$ cat config.mk
export PLATFORM = sky130hd
export DESIGN_NAME = mem_arbiter_flat
export DESIGN_NICKNAME = d
export VERILOG_FILES = /design/src/rtl/mem_arbiter_if.sv /design/src/rtl/mem_arbiter.sv /design/src/flat_wrapper.sv
export SDC_FILE = /design/constraint.sdc
export NUM_CORES = 1
export LEC_CHECK = 0
export CORE_UTILIZATION = 43
export DETAILED_ROUTE_END_ITERATION = 7
export GPL_TIMING_DRIVEN = 0
export MAX_ROUTING_LAYER = met4
export PLACE_DENSITY_LB_ADDON = 0.1
export SETUP_SLACK_MARGIN = 0.15
export SLEW_MARGIN = 20
export SYNTH_ARGS = -nofsm -noshare
export SYNTH_HDL_FRONTEND = slang
export SYNTH_SLANG_ARGS = --single-unit
$ cat constraint.sdc
create_clock -name clk -period 2.66 [get_ports clk]
set_input_delay 0.399 -clock clk [delete_from_list [all_inputs] [get_ports clk]]
set_output_delay 0.399 -clock clk [all_outputs]
set_load 0.005 [all_outputs]
$ cat src/rtl/mem_arbiter_if.sv
// Bundle of requester, memory and status signals around mem_arbiter.
// slave is the arbiter's view; master is the view of the surrounding system.
interface mem_arbiter_if #(
    parameter int ADDR_W = 12,
    parameter int DATA_W = 8
);
    logic              cpu_req;
    logic              cpu_we;
    logic [ADDR_W-1:0] cpu_addr;
    logic [DATA_W-1:0] cpu_wdata;
    logic [DATA_W-1:0] cpu_rdata;
    logic              cpu_ack;

    logic              gpu_req;
    logic              gpu_we;
    logic [ADDR_W-1:0] gpu_addr;
    logic [DATA_W-1:0] gpu_wdata;
    logic [DATA_W-1:0] gpu_rdata;
    logic              gpu_ack;

    logic              ld_req;
    logic [ADDR_W-1:0] ld_addr;
    logic [DATA_W-1:0] ld_wdata;
    logic              ld_ack;

    logic              mem_read;
    logic [ADDR_W-1:0] mem_read_addr;
    logic [DATA_W-1:0] mem_read_data;
    logic              mem_read_ack;
    logic              mem_write;
    logic [ADDR_W-1:0] mem_write_addr;
    logic [DATA_W-1:0] mem_write_data;

    logic              busy;
    logic [1:0]        grant;
    logic              timeout_err;

    modport slave (
        input  cpu_req, cpu_we, cpu_addr, cpu_wdata,
        output cpu_rdata, cpu_ack,
        input  gpu_req, gpu_we, gpu_addr, gpu_wdata,
        output gpu_rdata, gpu_ack,
        input  ld_req, ld_addr, ld_wdata,
        output ld_ack,
        output mem_read, mem_read_addr, mem_write, mem_write_addr, mem_write_data,
        input  mem_read_data, mem_read_ack,
        output busy, grant, timeout_err
    );

    modport master (
        output cpu_req, cpu_we, cpu_addr, cpu_wdata,
        input  cpu_rdata, cpu_ack,
        output gpu_req, gpu_we, gpu_addr, gpu_wdata,
        input  gpu_rdata, gpu_ack,
        output ld_req, ld_addr, ld_wdata,
        input  ld_ack,
        input  mem_read, mem_read_addr, mem_write, mem_write_addr, mem_write_data,
        output mem_read_data, mem_read_ack,
        input  busy, grant, timeout_err
    );
endinterface

$ cat src/rtl/mem_arbiter.sv
// Three-way memory arbiter: loader has fixed priority, CPU and GPU share
// round-robin. One transaction at a time, all outputs registered.
//
// state | meaning
// IDLE  | sample requests, pick a winner
// ISSUE | single-cycle mem_read or mem_write strobe
// WAIT  | read outstanding, down-counting towards timeout
// DONE  | one-cycle ack to the granted requester
module mem_arbiter #(
    parameter int ADDR_W  = 12,
    parameter int DATA_W  = 8,
    parameter int TIMEOUT = 15
) (
    input  logic          clk,
    input  logic          reset_n,
    mem_arbiter_if.slave  bus
);
    typedef enum logic [1:0] {IDLE, ISSUE, WAIT, DONE} state_t;

    localparam logic [1:0] G_NONE = 2'd0;
    localparam logic [1:0] G_LD   = 2'd1;
    localparam logic [1:0] G_CPU  = 2'd2;
    localparam logic [1:0] G_GPU  = 2'd3;
    // WAIT lasts WAIT_LOAD+1 cycles before giving up
    localparam logic [7:0] WAIT_LOAD = 8'(TIMEOUT - 1);

    state_t            state, state_nxt;
    logic              rr_gpu;
    logic              lat_we;
    logic [7:0]        wait_cnt;
    logic [1:0]        win;
    logic              sel_we;
    logic [ADDR_W-1:0] sel_addr;
    logic [DATA_W-1:0] sel_wdata;
    logic [2:0]        ack_sel;
    logic [DATA_W-1:0] rd_val;

    // Winner selection and request mux for the IDLE sample
    always_comb begin
        win = G_NONE;
        if (bus.ld_req)
            win = G_LD;
        else if (bus.cpu_req && bus.gpu_req)
            win = rr_gpu ? G_GPU : G_CPU;
        else if (bus.cpu_req)
            win = G_CPU;
        else if (bus.gpu_req)
            win = G_GPU;

        sel_we    = bus.cpu_we;
        sel_addr  = bus.cpu_addr;
        sel_wdata = bus.cpu_wdata;
        case (win)
            G_LD: begin
                sel_we    = 1'b1;
                sel_addr  = bus.ld_addr;
                sel_wdata = bus.ld_wdata;
            end
            G_GPU: begin
                sel_we    = bus.gpu_we;
                sel_addr  = bus.gpu_addr;
                sel_wdata = bus.gpu_wdata;
            end
            default: ;
        endcase

        case (bus.grant)
            G_LD:    ack_sel = 3'b001;
            G_CPU:   ack_sel = 3'b010;
            G_GPU:   ack_sel = 3'b100;
            default: ack_sel = 3'b000;
        endcase

        rd_val = bus.mem_read_ack ? bus.mem_read_data : '0;
    end

    // Next-state logic
    always_comb begin
        state_nxt = state;
        case (state)
            IDLE:  if (win != G_NONE) state_nxt = ISSUE;
            ISSUE: state_nxt = lat_we ? DONE : WAIT;
            WAIT:  if (bus.mem_read_ack || wait_cnt == 8'd0) state_nxt = DONE;
            DONE:  state_nxt = IDLE;
            default: state_nxt = IDLE;
        endcase
    end

    // State register
    always_ff @(posedge clk) begin
        if (!reset_n)
            state <= IDLE;
        else
            state <= state_nxt;
    end

    // Registered outputs, latched request and timeout counter
    always_ff @(posedge clk) begin
        if (!reset_n) begin
            rr_gpu             <= 1'b0;
            lat_we             <= 1'b0;
            wait_cnt           <= 8'd0;
            bus.mem_read       <= 1'b0;
            bus.mem_write      <= 1'b0;
            bus.mem_read_addr  <= '0;
            bus.mem_write_addr <= '0;
            bus.mem_write_data <= '0;
            bus.cpu_rdata      <= '0;
            bus.gpu_rdata      <= '0;
            bus.cpu_ack        <= 1'b0;
            bus.gpu_ack        <= 1'b0;
            bus.ld_ack         <= 1'b0;
            bus.busy           <= 1'b0;
            bus.grant          <= G_NONE;
            bus.timeout_err    <= 1'b0;
        end else begin
            bus.mem_read  <= 1'b0;
            bus.mem_write <= 1'b0;
            {bus.gpu_ack, bus.cpu_ack, bus.ld_ack} <= 3'b000;
            case (state)
                IDLE: begin
                    if (win != G_NONE) begin
                        bus.grant <= win;
                        bus.busy  <= 1'b1;
                        lat_we    <= sel_we;
                        if (sel_we) begin
                            bus.mem_write      <= 1'b1;
                            bus.mem_write_addr <= sel_addr;
                            bus.mem_write_data <= sel_wdata;
                        end else begin
                            bus.mem_read      <= 1'b1;
                            bus.mem_read_addr <= sel_addr;
                        end
                        if (win == G_CPU)
                            rr_gpu <= 1'b1;
                        else if (win == G_GPU)
                            rr_gpu <= 1'b0;
                    end
                end
                ISSUE: begin
                    if (lat_we)
                        {bus.gpu_ack, bus.cpu_ack, bus.ld_ack} <= ack_sel;
                    else
                        wait_cnt <= WAIT_LOAD;
                end
                WAIT: begin
                    if (bus.mem_read_ack || wait_cnt == 8'd0) begin
                        {bus.gpu_ack, bus.cpu_ack, bus.ld_ack} <= ack_sel;
                        if (bus.grant == G_CPU) bus.cpu_rdata <= rd_val;
                        if (bus.grant == G_GPU) bus.gpu_rdata <= rd_val;
                        if (!bus.mem_read_ack) bus.timeout_err <= 1'b1;
                    end else begin
                        wait_cnt <= wait_cnt - 8'd1;
                    end
                end
                DONE: begin
                    bus.grant <= G_NONE;
                    bus.busy  <= 1'b0;
                end
                default: ;
            endcase
        end
    end
endmodule

$ cat src/flat_wrapper.sv
// flat-port wrapper written by rule: the top's interface ports become plain ports
module mem_arbiter_flat 
#(
    parameter int ADDR_W  = 12,
    parameter int DATA_W  = 8,
    parameter int TIMEOUT = 15
)
  (clk, reset_n, bus_cpu_req, bus_cpu_we, bus_cpu_addr, bus_cpu_wdata, bus_cpu_rdata, bus_cpu_ack, bus_gpu_req, bus_gpu_we, bus_gpu_addr, bus_gpu_wdata, bus_gpu_rdata, bus_gpu_ack, bus_ld_req, bus_ld_addr, bus_ld_wdata, bus_ld_ack, bus_mem_read, bus_mem_read_addr, bus_mem_write, bus_mem_write_addr, bus_mem_write_data, bus_mem_read_data, bus_mem_read_ack, bus_busy, bus_grant, bus_timeout_err);
  mem_arbiter_if #(.ADDR_W(ADDR_W), .DATA_W(DATA_W)) bus_i ();
  input  logic clk;
  input  logic reset_n;
  input wire logic [$bits(bus_i.cpu_req)-1:0] bus_cpu_req;
  input wire logic [$bits(bus_i.cpu_we)-1:0] bus_cpu_we;
  input wire logic [$bits(bus_i.cpu_addr)-1:0] bus_cpu_addr;
  input wire logic [$bits(bus_i.cpu_wdata)-1:0] bus_cpu_wdata;
  output wire logic [$bits(bus_i.cpu_rdata)-1:0] bus_cpu_rdata;
  output wire logic [$bits(bus_i.cpu_ack)-1:0] bus_cpu_ack;
  input wire logic [$bits(bus_i.gpu_req)-1:0] bus_gpu_req;
  input wire logic [$bits(bus_i.gpu_we)-1:0] bus_gpu_we;
  input wire logic [$bits(bus_i.gpu_addr)-1:0] bus_gpu_addr;
  input wire logic [$bits(bus_i.gpu_wdata)-1:0] bus_gpu_wdata;
  output wire logic [$bits(bus_i.gpu_rdata)-1:0] bus_gpu_rdata;
  output wire logic [$bits(bus_i.gpu_ack)-1:0] bus_gpu_ack;
  input wire logic [$bits(bus_i.ld_req)-1:0] bus_ld_req;
  input wire logic [$bits(bus_i.ld_addr)-1:0] bus_ld_addr;
  input wire logic [$bits(bus_i.ld_wdata)-1:0] bus_ld_wdata;
  output wire logic [$bits(bus_i.ld_ack)-1:0] bus_ld_ack;
  output wire logic [$bits(bus_i.mem_read)-1:0] bus_mem_read;
  output wire logic [$bits(bus_i.mem_read_addr)-1:0] bus_mem_read_addr;
  output wire logic [$bits(bus_i.mem_write)-1:0] bus_mem_write;
  output wire logic [$bits(bus_i.mem_write_addr)-1:0] bus_mem_write_addr;
  output wire logic [$bits(bus_i.mem_write_data)-1:0] bus_mem_write_data;
  input wire logic [$bits(bus_i.mem_read_data)-1:0] bus_mem_read_data;
  input wire logic [$bits(bus_i.mem_read_ack)-1:0] bus_mem_read_ack;
  output wire logic [$bits(bus_i.busy)-1:0] bus_busy;
  output wire logic [$bits(bus_i.grant)-1:0] bus_grant;
  output wire logic [$bits(bus_i.timeout_err)-1:0] bus_timeout_err;
  assign bus_i.cpu_req = bus_cpu_req;
  assign bus_i.cpu_we = bus_cpu_we;
  assign bus_i.cpu_addr = bus_cpu_addr;
  assign bus_i.cpu_wdata = bus_cpu_wdata;
  assign bus_cpu_rdata = bus_i.cpu_rdata;
  assign bus_cpu_ack = bus_i.cpu_ack;
  assign bus_i.gpu_req = bus_gpu_req;
  assign bus_i.gpu_we = bus_gpu_we;
  assign bus_i.gpu_addr = bus_gpu_addr;
  assign bus_i.gpu_wdata = bus_gpu_wdata;
  assign bus_gpu_rdata = bus_i.gpu_rdata;
  assign bus_gpu_ack = bus_i.gpu_ack;
  assign bus_i.ld_req = bus_ld_req;
  assign bus_i.ld_addr = bus_ld_addr;
  assign bus_i.ld_wdata = bus_ld_wdata;
  assign bus_ld_ack = bus_i.ld_ack;
  assign bus_mem_read = bus_i.mem_read;
  assign bus_mem_read_addr = bus_i.mem_read_addr;
  assign bus_mem_write = bus_i.mem_write;
  assign bus_mem_write_addr = bus_i.mem_write_addr;
  assign bus_mem_write_data = bus_i.mem_write_data;
  assign bus_i.mem_read_data = bus_mem_read_data;
  assign bus_i.mem_read_ack = bus_mem_read_ack;
  assign bus_busy = bus_i.busy;
  assign bus_grant = bus_i.grant;
  assign bus_timeout_err = bus_i.timeout_err;
  mem_arbiter #(.ADDR_W(ADDR_W), .DATA_W(DATA_W), .TIMEOUT(TIMEOUT)) u_core (.clk(clk), .reset_n(reset_n), .bus(bus_i));
endmodule
==> impl_results.md <==
* Status: complete, no violations
* Reg-to-reg endpoint: u_core.bus.cpu_rdata[6]$_SDFFE_PN0P_
* Cell area after layout at 4946 um2
* Netlist area before placement at 3279 um2
* Slew Viols, Final at 0
* Fill cell count at a little over 600
* Complex-gate fraction of the synthesized area at 0.2339
* Crit-path cells: inv_1, ha_1, buf_2, inv_1, nor2_1, a21oi_1, a32o_1
* Remaining Overflow, GRT at 0
* Worst Path Arrival at about 2500 ps
* HPWL after DPL at 7139 um
* Number of flops mapped to enable cells by yosys at 0
* Setup-failing EPs final at 0
* Drc violations at 0
* Clk_lat worst skew at roughly 340 ps
* P per Cell Area at 789.7 nW/um2
* Synth Area in Adders at 0.02671
* Final period util at 0.8580
* I/O Pins at between 100 and 150
* Warnings from Yosys at 0
* Util after Layout at 0.6747
* Sum of negative setup slack at 0 ps
* Post-synthesis async set-or-reset flop share at 0
* Largest net degree at the start of global routing at 14
* Critical Path Max Stage Delay at 500 ps
* Max Buffers Root-to-Sink at 2
* Fmax at 438.2 MHz
* CP Max Fanout at 10
* Total wire length at 9744 um
* Row cnt at 31
* Core box area at approximately 7300 um2
* Final worst slack at around 380 ps
* Fraction of layout cells with a size suffix above 1 at 0.05222
* Vias in the first global route at 3149
* Routed wire per std cell at 15.82 um
* Mux share of post-synthesis cell area at 0.1007
* Nets at 595
* Fin crit period at between 2000 and 2500 ps
* Dpl ws at 191.7 ps
* Slew @ Worst Pin at 735.6 ps
* Antenna Cells at 0
* Crit path capture type: register
* Setup repair after global routing missed its margin: no
* RR Startpoint: u_core.state[0]$_SDFFE_PN0P_
* Critical path depth at 7
* Primary FF master, synth: dfxtp_1
* Post-synth top cells: dfxtp_1, nand2_1, nor2_1, mux2i_1, o21ai_0
* Synth area leader: dfxtp_1
* Ranking of synthesized cells by area: dfxtp_1, mux2i_1, nand2_1, o21ai_0, a32o_1
* Vias per cell at 5.502
* Skew final at between 5 and 6 ps
* Crit start category: register
* Syn avg cell area at just under 9 um2
* Peak supply drop at ~0.36 mV
* FF+latch count, synth at 69
* DIE HEIGHT at 89.33 um
* Count of max-cap constraint violations at 0
* Largest family of logic cells by synthesized area: compound AO/OA/AOI/OAI gates
* Placed Instance Area at around 4700 um2
* Synth Instances at 369
* GPL Wtd Cong at 0.8256
* Die Width at 89.33 um
* R2R cell count at 7
* First-pass DRT Iterations at 4
* Hold WC Path Type: register to register
* Post_cts resized at 0
* Distinct cells, synth at 41
* Worst reg2reg setup slack at 380 ps
* Clock sinks at between 60 and 70
* IO buf count at approximately 130
* Starting Density at 0.4473
* Cts hold-fix bufs at 0
* Setup crit end: u_core.bus.cpu_rdata[6]$_SDFFE_PN0P_
* TritonCTS Buffers at 9
* Buf/Inv on CP at 3
* CP top delay family: compound AO/OA/AOI/OAI gates
* Synthesis-to-finish area growth at 50.82%
* Antenna viol nets, final at 0
* Post-CTS setup repair buffer count at 0
* Multi-input combinational cell area at about 1700 um2
* Via count at 3389
* Reg area at approximately 1400 um2
* Initial antenna violation count at 0
* Crit Path Category: register to register
* Leak at 0.001930 uW
* Slowest cell on crit path: nor2_1
* Synth Area in XOR/XNOR at 0
* Clock root buffer: clkbuf_8
* Normalized max-slew margin at 0.5096
* Drt initial violations at around 120
* Crit path top cell by count: inv_1
* CTS tree: yes
* Sequential fraction of the synthesis area at 0.4212
* Post-synthesis simple-gate area fraction at 0.1717
* Syn nets at 452
* GRT Total Usage at 0.2607
* Die ar. at approximately 8000 um2
* Clk slew on worst S/H paths at 80 ps
* Top-count cell post-synth: dfxtp_1
* CTS HTree Levels at 3
* First-pass GRT wire length at 15190 um
* Final Hold Violating Endpoints at 0
* Share of the synthesized area in the top cell type at 0.4212
* Critical path origin: u_core.state[0]$_SDFFE_PN0P_
* WP data required at 2900 ps
how the worst min path moves through the flow:
stage / end / start / cells past startpoint / slack [ps]
after global routing: u_core.bus.mem_write_addr[3]$_SDFFE_PN0P_ / u_core.bus.mem_write_addr[3]$_SDFFE_PN0P_ / 2 / 480
after CTS: u_core.bus.mem_write_data[4]$_SDFFE_PN0P_ / u_core.bus.mem_write_data[4]$_SDFFE_PN0P_ / 2 / 460
final: u_core.bus.mem_write_data[4]$_SDFFE_PN0P_ / u_core.bus.mem_write_data[4]$_SDFFE_PN0P_ / 2 / 460
after global placement: u_core.bus.mem_read_addr[11]$_SDFFE_PN0P_ / u_core.bus.mem_read_addr[11]$_SDFFE_PN0P_ / 2 / 450
after detailed placement: u_core.bus.mem_write_addr[9]$_SDFFE_PN0P_ / u_core.bus.mem_write_addr[9]$_SDFFE_PN0P_ / 2 / 450
after floorplan: u_core.wait_cnt[0]$_SDFFE_PN0P_ / u_core.wait_cnt[0]$_SDFFE_PN0P_ / 2 / 440
stage by stage:
stage	total power, uW	cells	hold slack (ps)
2_1_floorplan	2337	369	440.5
3_5_place_dp	2962	600	451.8
6_report	3906	616	461.2
5_1_grt	4142	616	483.5
4_1_cts	3922	616	463.0
3_3_place_gp	2921	600	445.3
layer usage:
layer  vias to the layer above  share of wire  GRT usage
li1                       1649              -          -
met1                      1602           0.42     0.3093
met2                       134           0.49     0.4226
met3                         4          0.081    0.08495
met4                         0         0.0058    0.07504
met5                         -              0          -
report_power, final:
| group | leakage [uW] | total (uW) | internal [uW] | switching, uW |
|---|---|---|---|---|
| Combinational | 0.00126 | 1550 | 796 | 750 |
| Sequential | 0.000564 | 1410 | 1240 | 169 |
| Clock | 0.000106 | 951 | 532 | 418 |
worst reg2reg max path, cell delays in order, from the launching register on:
cell and delay [ps]:
dfxtp_1 350, inv_1 130, ha_1 180, buf_2 220
inv_1 120, nor2_1 500, a21oi_1 380, a32o_1 300
cells in the final DEF (no fill, tap or decap), types with 2 or more instances in the layout:
master           instances
a21oi_1                 12
o21a_1                   9
a32o_1                  14
nor3b_1                  2
dfxtp_1                 69
mux2i_1                 33
nand3_1                  4
o311ai_0                 8
nor2_1                  35
nor3_1                   4
nand2b_1                 3
or3_1                    6
o21ai_0                 29
o2bb2ai_1                2
ha_1                     7
nor2b_1                  2
clkbuf_1                17
bufinv_16                2
inv_1                   10
a211o_1                 15
nor4_1                  13
clkbuf_8                 9
buf_2                    6
a311oi_1                 2
nand2_1                 45
a21o_1                   2
or4b_1                   2
clkdlybuf4s50_1        132
inv_6                    2
a211oi_1                 2
buf_4                    2
clkinvlp_4               2
logic make-up after synthesis:
group / count (synthesis)
muxes: 33
AOI/OAI and AO/OA: 105
and+or+nand+nor: 119
adders and majority gates: 7
DFF: 69
buffers and inverters: 36
sequential cells by signal, indices dropped and copies added, names as in the netlist, 2 cells and up:
| register | cells |
|---|---|
| u_core.bus.gpu_rdata | 8 |
| u_core.wait_cnt | 8 |
| u_core.bus.mem_write_data | 8 |
| u_core.state | 2 |
| u_core.bus.mem_read_addr | 12 |
| u_core.bus.cpu_rdata | 8 |
| u_core.bus.mem_write_addr | 12 |
| u_core.bus.grant | 2 |
layout make-up:
type | instances | area share
buffer | 26 | 0.02277
tap | 99 | 0.02504
sequential | 69 | 0.2793
timing repair buffer | 132 | 0.2671
inverter | 10 | 0.007589
multi-input combinational | 264 | 0.3534
clock buffer | 9 | 0.02504
clock inverter | 7 | 0.01973
No activity file was read; power rests on OpenSTA's default activity.
==> patch 1, RTL diff (same settings) <==
`ADDR_W` is set to 12 in 3 places; all go to 13.
--- a/src/rtl/mem_arbiter_if.sv
+++ b/src/rtl/mem_arbiter_if.sv
@@ -1,7 +1,7 @@
 // Bundle of requester, memory and status signals around mem_arbiter.
 // slave is the arbiter's view; master is the view of the surrounding system.
 interface mem_arbiter_if #(
-    parameter int ADDR_W = 12,
+    parameter int ADDR_W = 13,
     parameter int DATA_W = 8
 );
     logic              cpu_req;
--- a/src/rtl/mem_arbiter.sv
+++ b/src/rtl/mem_arbiter.sv
@@ -7,7 +7,7 @@
 // WAIT  | read outstanding, down-counting towards timeout
 // DONE  | one-cycle ack to the granted requester
 module mem_arbiter #(
-    parameter int ADDR_W  = 12,
+    parameter int ADDR_W  = 13,
     parameter int DATA_W  = 8,
     parameter int TIMEOUT = 15
 ) (
--- a/src/flat_wrapper.sv
+++ b/src/flat_wrapper.sv
@@ -1,7 +1,7 @@
 // flat-port wrapper written by rule: the top's interface ports become plain ports
 module mem_arbiter_flat 
 #(
-    parameter int ADDR_W  = 12,
+    parameter int ADDR_W  = 13,
     parameter int DATA_W  = 8,
     parameter int TIMEOUT = 15
 )
Ports: changed (5 resized); port bits go from 133 to 138. The function was not compared with the original's and may differ.
==> patch 1 against the unedited design <==
- wire length grew 6.4%
- clock power is 0.7% higher
- design area increased by 4.4%
- total power rose by 5.2%
- worst hold slack better by 4.6 ps
- synthesized area is 5.3% higher
- sequential cell count increased by 2
- setup slack improved by 11 ps
- largest power group unchanged
==> patch 1: results <==
set metrics [dict create \
    post-place-ws_ps 117 \
    synth_nets 472 \
    synth_cell_types 53 \
    cts_max_level 3 \
    slew_headroom 0.467 \
    finalClockSkew_ps 10.8 \
    cts_buffers 9 \
    cp_slowest_stage_delay_ps 550 \
    async_flop_share 0 \
    status "completed" \
    r2r_setup_slack_ps 390 \
    r2r_cells 6 \
    dp_hpwl_um 7740 \
    grt_pass1_vias 3389 \
    hold-path-cell-count 2 \
    reg.largest.list "u_core.bus.mem_read_addr: 13 flops, u_core.bus.mem_write_addr: 13 flops" \
    grt_pass1_wl_um 16400 \
    synth_warnings 0 \
    vias_per_cell 5.56 \
    vdd_ir_drop_max_mv 0.375 \
    leakage_nw 2.01 \
    crit_family "compound AO/OA/AOI/OAI gates" \
    path_max_fanout 8 \
    drive_gt1_frac 0.0669 \
    finalNetCount 619 \
    yosysSeqAreaShare 0.412 \
    cts.repair.resized 0 \
    fillCellCount 630 \
    reg2reg_from "u_core.wait_cnt[0]" \
    routed_wl_um 10400 \
    hold_class "reg2reg" \
    synth.area.top_cells "dfxtp_1, mux2i_1, nand2_1" \
    grt_max_degree 14 \
    io_buffers 136 \
    synthTopCellsByCount "dfxtp_1, nand2_1, nor2_1" \
    gp_congestion 0.867 \
    antenna_found_initial 0 \
    worstHoldEndpoint "u_core.bus.mem_read_addr[1]" \
    arrival_ps 2510 \
    track_usage 0.257 \
    root_buffer "clkbuf_8" \
    clock_path_buffers 2 \
    min_from "u_core.bus.mem_read_addr[1]" \
    clk_pin_slew_ps 80 \
    whs_ps 466 \
    r2r_end "u_core.bus.gpu_rdata[6]" \
    post_cts_buffers 0 \
    cp_slowest_cell "nor4b_1" \
    drtIter0Drc 137 \
]
patch 1: cell type report:
| type | count | share of cell area |
|---|---|---|
| Buffer | 29 | 0.0247 |
| Clock buffer | 9 | 0.0240 |
| Clock inverter | 7 | 0.0189 |
| Inverter | 9 | 0.00654 |
| Multi-Input combinational cell | 277 | 0.362 |
| Sequential cell | 71 | 0.275 |
| Tap cell | 102 | 0.0247 |
| Timing Repair Buffer | 136 | 0.264 |
patch 1: tightest hold or removal path, delay by kind of cell, from the launching register on:
family / cells / cell delay [ps]
DFF: 1 / 320
muxes: 1 / 50
and+or+nand+nor: 1 / 50
patch 1: kinds of logic (layout without fill, tap and decap cells):
group / count (synthesis) / count (layout) / share of synthesized area
adders and majority gates: 7 / 7 / 0.0254
and+or+nand+nor: 130 / 130 / 0.180
muxes: 35 / 35 / 0.101
DFF: 71 / 71 / 0.412
AOI/OAI and AO/OA: 105 / 105 / 0.235
buffers and inverters: 38 / 190 / 0.0468
patch 1: worst max path at each step:
stage,startpoint,end,slack (ps),cells past startpoint
detailed placement,bus_cpu_req,u_core.bus.mem_read_addr[3],120,6
global placement,bus_cpu_req,u_core.bus.mem_read_addr[3],200,6
CTS,u_core.wait_cnt[0],u_core.bus.gpu_rdata[4],390,6
finish,u_core.wait_cnt[0],u_core.bus.gpu_rdata[6],390,6
global route,u_core.wait_cnt[0],u_core.bus.gpu_rdata[0],280,6
floorplan,u_core.state[0],u_core.wait_cnt[7],680,7
patch 1: per-stage QoR:
| stage | cell area (um^2) | total power [W] | utilization | cells |
|---|---|---|---|---|
| finish | 5160 | 0.00411 | 0.668 | 640 |
| CTS | 5160 | 0.00412 | 0.668 | 640 |
| global route | 5160 | 0.00435 | 0.668 | 640 |
| global placement | 4940 | 0.00312 | 0.639 | 624 |
| floorplan | 3450 | 0.00251 | - | 386 |
| detailed placement | 4940 | 0.00316 | 0.639 | 624 |
patch 1: report_power, final:
| part | internal [W] | switching (W) |
|---|---|---|
| combinational | 0.000880 | 0.000833 |
| clock | 0.000529 | 0.000429 |
| sequential | 0.00128 | 0.000161 |
patch 1: per-layer routing:
| metal | GRT usage | wire length (um) | vias to the layer above | share of wire |
|---|---|---|---|---|
| met4 | 0.101 | 174 | 0 | 0.017 |
| met2 | 0.434 | 5160 | 138 | 0.50 |
| met3 | 0.0419 | 638 | 15 | 0.062 |
| li1 | - | - | 1723 | - |
| met1 | 0.304 | 4400 | 1680 | 0.42 |
| met5 | - | 0 | - | 0 |
==> patch 2, RTL diff (same flow settings) <==
Without the edit above. Re-encode `state_t` (4 states) as one-hot, 4 bits wide.
--- a/src/rtl/mem_arbiter.sv
+++ b/src/rtl/mem_arbiter.sv
@@ -15,7 +15,7 @@
     input  logic          reset_n,
     mem_arbiter_if.slave  bus
 );
-    typedef enum logic [1:0] {IDLE, ISSUE, WAIT, DONE} state_t;
+    typedef enum logic [3:0] {IDLE = 4'b0001, ISSUE = 4'b0010, WAIT = 4'b0100, DONE = 4'b1000} state_t;
 
     localparam logic [1:0] G_NONE = 2'd0;
     localparam logic [1:0] G_LD   = 2'd1;
Formal check against the unedited RTL: no difference found for any inputs over 10 cycles, from zero or initial values and one cycle with reset_n low; not proved beyond that.
==> patch 2 against the unedited design <==
- sequential cell count grew 2
- design area grew 0.13%
- worst hold slack lost 75 ps
- die area grew 1.3%
- wire length grew 0.84%
- global-route usage shrank 0.76 points
- setup slack gained 23 ps
- total power shrank 24%
- fmax grew 1.0%
- synthesized area grew 1.3%
- critical endpoint is now u_core.bus.mem_read_addr[10]
- highest routed layer unchanged
==> patch 2: results <==
set metrics [dict create \
    status "completed" \
    routed_wl_um 9830 \
    synth_nets 448 \
    met3RoutedLength_um 450 \
    arrival_ps 2480 \
    period_minus_slack_ps 2260 \
    finalClockSkew_ps 4.77 \
    crit_family "simple AND/OR/NAND/NOR gates" \
    power.internal_w 0.00211 \
    r2r_setup_slack_ps 400 \
    leakage_nw 1.84 \
    worst_slew_pin_slew_ps 992 \
    worstHoldEndpoint "u_core.state[2]" \
    cp_slowest_stage_delay_ps 830 \
    hold_class "in2reg" \
    globalRouteMet3Util 0.0398 \
    gp_congestion 0.842 \
    instances_no_fill 615 \
    placedCellCount 599 \
    m1WireLength_um 4310 \
    drtIter0Drc 119 \
    synth_compound_gate_area_share 0.261 \
    setup.worst_path.end "u_core.bus.mem_read_addr[10]" \
    post_synth_xor_area_fraction 0.0158 \
    synth.area.top_cells "dfxtp_1, mux2i_1, a31o_2" \
    vias 3391 \
    r2r_cells 6 \
    grt_max_degree 13 \
    placed_area_um2 4750 \
    synth_cell_types 42 \
    finalNetCount 589 \
    yosys-mux-area-fraction 0.0964 \
    cp_slowest_cell "nor4b_1" \
    drive_gt1_frac 0.0891 \
    use_met2 0.438 \
    io_buffers 130 \
    vdd_ir_drop_max_mv 0.323 \
    hold-path-cell-count 3 \
    dp_hpwl_um 7260 \
]
==> patch 2: cell types whose count changed after synthesis, moves of 9 or more <==
cell | unedited run | this run
a211o_1 | 15 | 0
a21boi_0 | 1 | 20
a21oi_1 | 12 | 22
a31o_2 | 0 | 21
a32o_1 | 14 | 0
clkbuf_1 | 17 | 28
nand2_1 | 45 | 36
nand3_1 | 4 | 17
nor2_1 | 35 | 16
nor4_1 | 13 | 0
o21a_1 | 9 | 0
o21ai_0 | 29 | 20
o221ai_1 | 0 | 20
==> patch 2: final cells by class <==
| class | count | area (um^2) |
|---|---|---|
| Tap cell | 99 | 124 |
| Inverter | 9 | 33.8 |
| Sequential cell | 71 | 1420 |
| Timing Repair Buffer | 130 | 1300 |
| Multi-Input combinational cell | 256 | 1730 |
| Clock buffer | 11 | 141 |
| Fill cell | 642 | 2420 |
| Clock inverter | 5 | 57.6 |
| Buffer | 34 | 140 |
